<file path="config.mk">
export PLATFORM = sky130hd
export DESIGN_NAME = ee357_pc_update_ctrl
export DESIGN_NICKNAME = d
export VERILOG_FILES = /design/src/rtl/ee357_pc_pkg.sv /design/src/rtl/ee357_pc_cond_decode.sv /design/src/rtl/ee357_pc_update_ctrl.sv
export SDC_FILE = /design/constraint.sdc
export NUM_CORES = 1
export LEC_CHECK = 0
export BUFFER_PORTS_ARGS = -buffer_cell sky130_fd_sc_hd__buf_2
export CAP_MARGIN = 20
export CORE_MARGIN = 2
export CORE_UTILIZATION = 35
export CTS_CLUSTER_DIAMETER = 50
export DETAILED_ROUTE_END_ITERATION = 10
export SLEW_MARGIN = 20
export SYNTH_ARGS = -nofsm -noshare
export SYNTH_HDL_FRONTEND = slang
export SYNTH_SLANG_ARGS = --single-unit
</file>
<file path="constraint.sdc">
create_clock -name clk_i -period 2.1 [get_ports clk_i]
set_input_delay 0.42 -clock clk_i [delete_from_list [all_inputs] [get_ports clk_i]]
set_output_delay 0.42 -clock clk_i [all_outputs]
set_load 0.02 [all_outputs]
</file>
<file path="src/rtl/ee357_pc_pkg.sv">
// Shared encodings for the PC update controller: next-PC source select and FSM states.
package ee357_pc_pkg;

    typedef enum logic [1:0] {
        PC_SRC_ALU    = 2'd0,
        PC_SRC_ALUOUT = 2'd1,
        PC_SRC_JUMP   = 2'd2,
        PC_SRC_VEC    = 2'd3
    } pc_src_e;

    typedef enum logic {
        ST_IDLE = 1'b0,
        ST_HELD = 1'b1
    } pc_state_e;

    // Instruction fetch addresses must be word aligned.
    function automatic logic is_word_aligned(input logic [1:0] lsb);
        return lsb == 2'b00;
    endfunction

endpackage

</file>
<file path="src/rtl/ee357_pc_cond_decode.sv">
// PC write request decode: unconditional write, or conditional write on a selectable,
// optionally inverted ALU flag. Selects beyond the flag vector read as a zero flag.
module ee357_pc_cond_decode #(
    parameter int unsigned NCOND = 4,
    localparam int unsigned SelW = (NCOND > 1) ? $clog2(NCOND) : 1
) (
    input  logic             pcw_i,
    input  logic             pcwcond_i,
    input  logic [SelW-1:0]  cond_sel_i,
    input  logic [NCOND-1:0] cond_flags_i,
    input  logic             inv_cond_i,
    output logic             req_o
);

    logic flag;

    // Flag select with out-of-range guard, then request combine (pcw dominates).
    always_comb begin
        flag = 1'b0;
        if (int'(cond_sel_i) < int'(NCOND)) begin
            flag = cond_flags_i[cond_sel_i];
        end
        req_o = pcw_i | (pcwcond_i & (flag ^ inv_cond_i));
    end

endmodule

</file>
<file path="src/rtl/ee357_pc_update_ctrl.sv">
// Program counter register for the multicycle CPU. Decodes the write request, muxes the
// next-PC source, and holds a redirect requested under stall until the stall releases.
// Optional: define EE357_PC_ALIGN_CHECK_EN to suppress writes of non-word-aligned targets
// and raise a sticky misalign_err_o.
module ee357_pc_update_ctrl
    import ee357_pc_pkg::*;
#(
    parameter int unsigned        PC_W     = 32,
    parameter int unsigned        NCOND    = 4,
    parameter logic [PC_W-1:0]    RESET_PC = '0,
    localparam int unsigned       SelW     = (NCOND > 1) ? $clog2(NCOND) : 1
) (
    input  logic             clk_i,
    input  logic             rst_ni,
    input  logic             pcw_i,
    input  logic             pcwcond_i,
    input  logic [SelW-1:0]  cond_sel_i,
    input  logic [NCOND-1:0] cond_flags_i,
    input  logic             inv_cond_i,
    input  logic [1:0]       pc_src_i,
    input  logic [PC_W-1:0]  alu_result_i,
    input  logic [PC_W-1:0]  alu_out_i,
    input  logic [PC_W-1:0]  jump_tgt_i,
    input  logic             stall_i,
    output logic [PC_W-1:0]  pc_o,
    output logic             pc_wr_o,
    output logic             pend_o,
    output logic             misalign_err_o
);

    pc_state_e       state_q;
    logic [PC_W-1:0] pc_q;
    logic [PC_W-1:0] pend_tgt_q;
    logic            pc_wr_q;

    logic            req;
    logic [PC_W-1:0] tgt;
    logic            wr_go;
    logic [PC_W-1:0] wr_val;
    logic            wr_ok;

    ee357_pc_cond_decode #(
        .NCOND (NCOND)
    ) u_cond_decode (
        .pcw_i        (pcw_i),
        .pcwcond_i    (pcwcond_i),
        .cond_sel_i   (cond_sel_i),
        .cond_flags_i (cond_flags_i),
        .inv_cond_i   (inv_cond_i),
        .req_o        (req)
    );

    // Next-PC source mux.
    always_comb begin
        tgt = RESET_PC;
        unique case (pc_src_e'(pc_src_i))
            PC_SRC_ALU:    tgt = alu_result_i;
            PC_SRC_ALUOUT: tgt = alu_out_i;
            PC_SRC_JUMP:   tgt = jump_tgt_i;
            PC_SRC_VEC:    tgt = RESET_PC;
            default:       tgt = RESET_PC;
        endcase
    end

    // A write lands on an unstalled edge with a live request or a held redirect; a fresh
    // request on the release edge overrides the held target.
    always_comb begin
        wr_go  = !stall_i && (req || (state_q == ST_HELD));
        wr_val = (state_q == ST_HELD && !req) ? pend_tgt_q : tgt;
    end

`ifdef EE357_PC_ALIGN_CHECK_EN
    logic misalign_q;
    logic misalign_d;

    assign wr_ok = is_word_aligned(wr_val[1:0]);

    // Sticky error: set by any suppressed write, cleared only by reset.
    always_comb begin
        misalign_d = misalign_q | (wr_go & ~wr_ok);
    end

    // Error flag register.
    always_ff @(posedge clk_i) begin
        if (!rst_ni) begin
            misalign_q <= 1'b0;
        end else begin
            misalign_q <= misalign_d;
        end
    end

    assign misalign_err_o = misalign_q;
`else
    assign wr_ok          = 1'b1;
    assign misalign_err_o = 1'b0;
`endif

    // IDLE/HELD FSM with PC, held target and write pulse as registered outputs.
    always_ff @(posedge clk_i) begin
        if (!rst_ni) begin
            state_q    <= ST_IDLE;
            pc_q       <= RESET_PC;
            pend_tgt_q <= '0;
            pc_wr_q    <= 1'b0;
        end else begin
            pc_wr_q <= 1'b0;
            if (wr_go) begin
                state_q <= ST_IDLE;
                if (wr_ok) begin
                    pc_q    <= wr_val;
                    pc_wr_q <= 1'b1;
                end
            end else if (req) begin
                // Stalled request: capture it; a later stalled request replaces it.
                pend_tgt_q <= tgt;
                state_q    <= ST_HELD;
            end
        end
    end

    assign pc_o    = pc_q;
    assign pc_wr_o = pc_wr_q;
    assign pend_o  = (state_q == ST_HELD);

endmodule

</file>
== Word level (Yosys, flattened, before mapping) ==
Index checks and enable logic that the tools add are counted.

* $add $sub $neg: 0
* Multipliers: 0
* Div/mod/pow operators: 0
* $lt $le $gt $ge: 1
* Equality and inequality tests: 3
* Shifts and indexed selects: 0
* Multiplexer cells: 5
* Bitwise gates (word level): 5
* Reductions and logical operators: 8

{| class="wikitable"
|+ Operator list
! kind !! count
|-
| 32-bit one-hot mux with 4 select lines || 1
|-
| 32-bit two-way mux || 1
|-
| 2-bit == test, second input constant || 2
|-
| 2-bit by 3-bit < comparator with 1-bit output, second input constant || 1
|-
| 1-bit binary-select mux with 2-bit select || 1
|-
| 2-bit by 1-bit == test with 1-bit output, second input constant || 1
|-
| 1-bit logical AND || 2
|-
| 1-bit zero test || 2
|-
| 2-bit zero test || 1
|-
| 1-bit two-way mux || 2
|-
| 1-bit inverter || 2
|-
| 2-bit AND reduction || 1
|-
| 2-bit OR reduction || 1
|-
| 1-bit AND || 1
|-
| 1-bit logical OR || 1
|-
| 1-bit OR || 1
|-
| 1-bit bitwise XOR || 1
|}

* Register bits: 66
* Bits in latches: 0
* Bits in writable memories: 0
* Bits in read-only memories: 0
* Bits of input ports: 110
* Output and inout port bits: 35
* Word-level logic and storage cells: 26
* Memories: 0

== Logic depth before layout (Yosys ltp) ==
* Depth after elaboration: 9
* Depth in mapped cells: 8
* Depth with buffers taken out: 5

== Cells and area by module ==
A second synthesis with hierarchy kept.

* Cell total of the unflattened synthesis: 343
* Area, all modules: 3574.7 µm²

{| class="wikitable"
|+ Modules (own cells, without submodules)
! module !! instances !! cells each !! area each (µm²) !! seq. area each (µm²)
|-
| ee357_pc_update_ctrl || 1 || 340 || 3535.9 || 1321.3
|-
| ee357_pc_cond_decode || 1 || 3 || 38.8 || 0.0
|}

== Least setup slack after synthesis ==
Ideal clock, no wire load.

* Kind: input-to-reg
* From: input cond_sel_i[0]
* To: register pc_q[0], in the netlist pc_o[0]
* Library setup time: 0.069 ns
* Arrival time: 1.834 ns
* Required time: 2.031 ns
* Slack: 0.198 ns
* Cell stages on the path: 6
* Path through: or3b_1 -> mux2i_1 -> nor4_1 -> or3b_1 -> buf_2 -> o21ai_1

* Longest elaborated chain between the ends: 8

{| class="wikitable"
|+ RTL lines
! item !! RTL line !! source
|-
| start: declaration || ee357_pc_update_ctrl.sv:17 || <nowiki>input logic [SelW-1:0] cond_sel_i,</nowiki>
|-
| 1-bit binary-select mux with 2-bit select (*) || ee357_pc_cond_decode.sv:21 || <nowiki>flag = cond_flags_i[cond_sel_i];</nowiki>
|-
| 1-bit two-way mux (implied by the code) (*) || ee357_pc_cond_decode.sv:21 ||
|-
| 1-bit bitwise XOR (*) || ee357_pc_cond_decode.sv:23 || <nowiki>req_o = pcw_i | (pcwcond_i & (flag ^ inv_cond_i));</nowiki>
|-
| 1-bit AND (*) || ee357_pc_cond_decode.sv:23 ||
|-
| 1-bit OR (*) || ee357_pc_cond_decode.sv:23 ||
|-
| 1-bit zero test || ee357_pc_update_ctrl.sv:69 || <nowiki>wr_val = (state_q == ST_HELD && !req) ? pend_tgt_q : tgt;</nowiki>
|-
| 1-bit logical AND || ee357_pc_update_ctrl.sv:69 ||
|-
| 32-bit two-way mux || ee357_pc_update_ctrl.sv:69 ||
|-
| end signal: assignment || ee357_pc_update_ctrl.sv:110 || <nowiki>pc_q <= wr_val;</nowiki>
|-
| end: declaration || ee357_pc_update_ctrl.sv:32 || <nowiki>logic [PC_W-1:0] pc_q;</nowiki>
|}

Mark *: on every way between the ends. The rest lies on a longest branch, timed or not. The select of a mux whose other input is x is not followed.
A chain may end at the register's enable or synchronous reset.

== Worst setup path after layout ==
* From: input cond_sel_i[1]
* To: register pc_q[9], in the netlist pc_o[9]

The elaborated chain is that of the path after synthesis.

==> metrics <==
Post-Syn Instances=370; via count=3008; max cap viols=0; Setup crit end kind=flop; Syn-to-layout area delta=34.4%; syn_nets=480; setup TNS=0 ns; critical path type=in -> reg; n_diodes=0; register area share after synthesis=39.5%; worst path required time=2.32 ns; I/O pins=145; vias in the first global route=2920; crit-path cells=buf_2 -> mux2i_1 -> mux2i_1 -> or4b_2 -> buf_12 -> mux2i_1 -> o21ai_1; CTS resizes=0; Tot GR Track Use=17.2%; CP peak stage delay=0.71 ns; DP HPWL=6340 um; Worst Path Arrival=2.07 ns; CTS root buf=clkbuf_8; synth warn=0; DR top layer=met4; Place WS=-0.119 ns; Site Rows=35; die boundary width=102 um; clock tree buffer depth=2; period utilisation layout=87.9%; Starting Density=36.2%; met1 wire length=3920 um; PD cells=736 nW/um^2; Final Max Tran Viols=0; layout cells sized above 1=34.9%; Peak VDD IR=0.353 mV; Buffers on Ports=143; CP max FO=24; grt ovf=0; gpl congestion=0.752; unrepaired setup endpoints after global routing=no; Die Y=102 um; drt wl/cell=13.5 um; Clock Latency Late Sink=0.34 ns; Leakage=0.00226 uW; routed length on met2=4210 um; number of CTS-inserted buffers=9; final wirelength=8760 um; number of DRC markers in iteration 0=88; Post-CTS Setup Repair Bufs=0; Avg Inst Size Synth=9.03 sq um; initial antenna violation count=0; post-route ant nets=0; TritonRoute pass-1 iters=4; min cycle time layout=1.85 ns; # H-tree levels=3; post-route setup slack=0.255 ns; run status=completed; clk slew on worst S/H paths=0.07 ns; met3 wire len=468 um; #FFs+latches synth=66; synthesized area=3340 sq um; setup violators final=0; Die Area=10300 sq um; final net count=623; Worst setup SP type=input pin; HP Class=in -> reg; Synth cell types=22; Final Skew=0.0105 ns; Crit path max-delay family=simple AND/OR/NAND/NOR gates; buffers and inverters on the worst path=2; Num Clock Sinks=66; drt via density=4.65; slowest library cell on the worst path=or4b_2; final hold violation count=0; largest net degree at the start of global routing=33; most frequent CP cell=mux2i_1; # hold bufs at CTS=0; CTS tree=done; first-pass GRT wire length=13900 um; core area=9240 sq um; Max Clock Freq=0.542 GHz; drt drc=0
-- area by class of cell --
class | instances | area, sq um
timing repair buffer | 161 | 876
clock inverter | 6 | 113
sequential | 66 | 1320
fill | 889 | 4750
inverter | 1 | 3.75
clock buffer | 10 | 138
tap | 129 | 161
multi-input combinational | 274 | 1880
-- cell usage in the layout (no fill, tap or decap), drive strengths merged --
| master | count |
|---|---|
| clkinv | 2 |
| clkbuf | 10 |
| inv | 2 |
| bufinv | 3 |
| buf | 161 |
| or3b | 2 |
| nand2 | 65 |
| nor2 | 1 |
| mux2i | 100 |
| nand3 | 1 |
| or4b | 1 |
| conb | 1 |
| o41ai | 1 |
| nand3b | 2 |
| nor4 | 1 |
| nor2b | 33 |
| o31a | 1 |
| nand2b | 1 |
| o21ai | 64 |
| dfxtp | 66 |
-- final timing paths --
check	startpoint	to	slack, ns	cells past startpoint
max	cond_sel_i[1]	pc_o[9]	0.25	7
min	stall_i	pend_o	0.42	3
max reg2reg	pend_o	pc_o[9]	0.45	4
min reg2reg	pc_o[0]	pc_o[0]	0.44	2
-- flip-flops by register name (all words and copies together) (netlist names) --
register    count
pend_tgt_q     32
pc_wr_o         1
pc_o           32
pend_o          1
-- synthesized netlist by cell type (all sizes together) --
cell      n  area share (%)
nand3b    2            0.45
o31a      1            0.26
mux2i   100              30
nor4      1            0.19
nand3     1            0.15
clkbuf   16             1.8
nor2      1            0.11
nand2    65             7.3
or3b      2            0.52
buf      13             2.8
o21ai    64             9.6
conb      1            0.11
or4b      1            0.30
inv       1            0.11
nand2b    1            0.19
nor2b    33             6.2
o41ai     1            0.49
dfxtp    66              40
-- through the flow --
step	utilization, %	area [sq um]	hold WS, ns	power, uW	cells
after floorplan	-	3340	0.482	1760	370
after global placement	45.9	4240	0.434	1990	631
after detailed placement	45.9	4240	0.438	2010	631
after CTS	48.6	4490	0.408	3340	647
after global routing	48.6	4490	0.433	3460	647
final	48.6	4490	0.417	3310	647
-- worst reg2reg max path: stages (launching register included) --
cell	delay, ns
dfxtp_1	0.39
or4b_2	0.66
buf_12	0.22
mux2i_1	0.20
o21ai_1	0.07
-- cell families (layout without fill, tap and decap cells) --
| logic type | count (synthesis) | in the layout | synth area share, % |
|---|---|---|---|
| and+or+nand+nor | 107 | 107 | 15.4 |
| AOI/OAI and AO/OA | 66 | 66 | 10.3 |
| buffers and inverters | 30 | 178 | 4.68 |
| muxes | 100 | 100 | 30.0 |
| DFF | 66 | 66 | 39.5 |
| other | 1 | 1 | 0.112 |
-- routing by layer --
layer	track usage, %	up-vias
li1	-	1555
met1	21.4	1355
met2	29.0	86
met3	3.93	12
met4	6.44	0
met5	0	-
-- where the power goes --
group | internal [uW] | total, uW | switching, uW
logic | 282 | 608 | 326
clock network | 825 | 1330 | 506
registers | 1330 | 1370 | 37.5
Note: power is estimated with default switching activity, not from simulation.
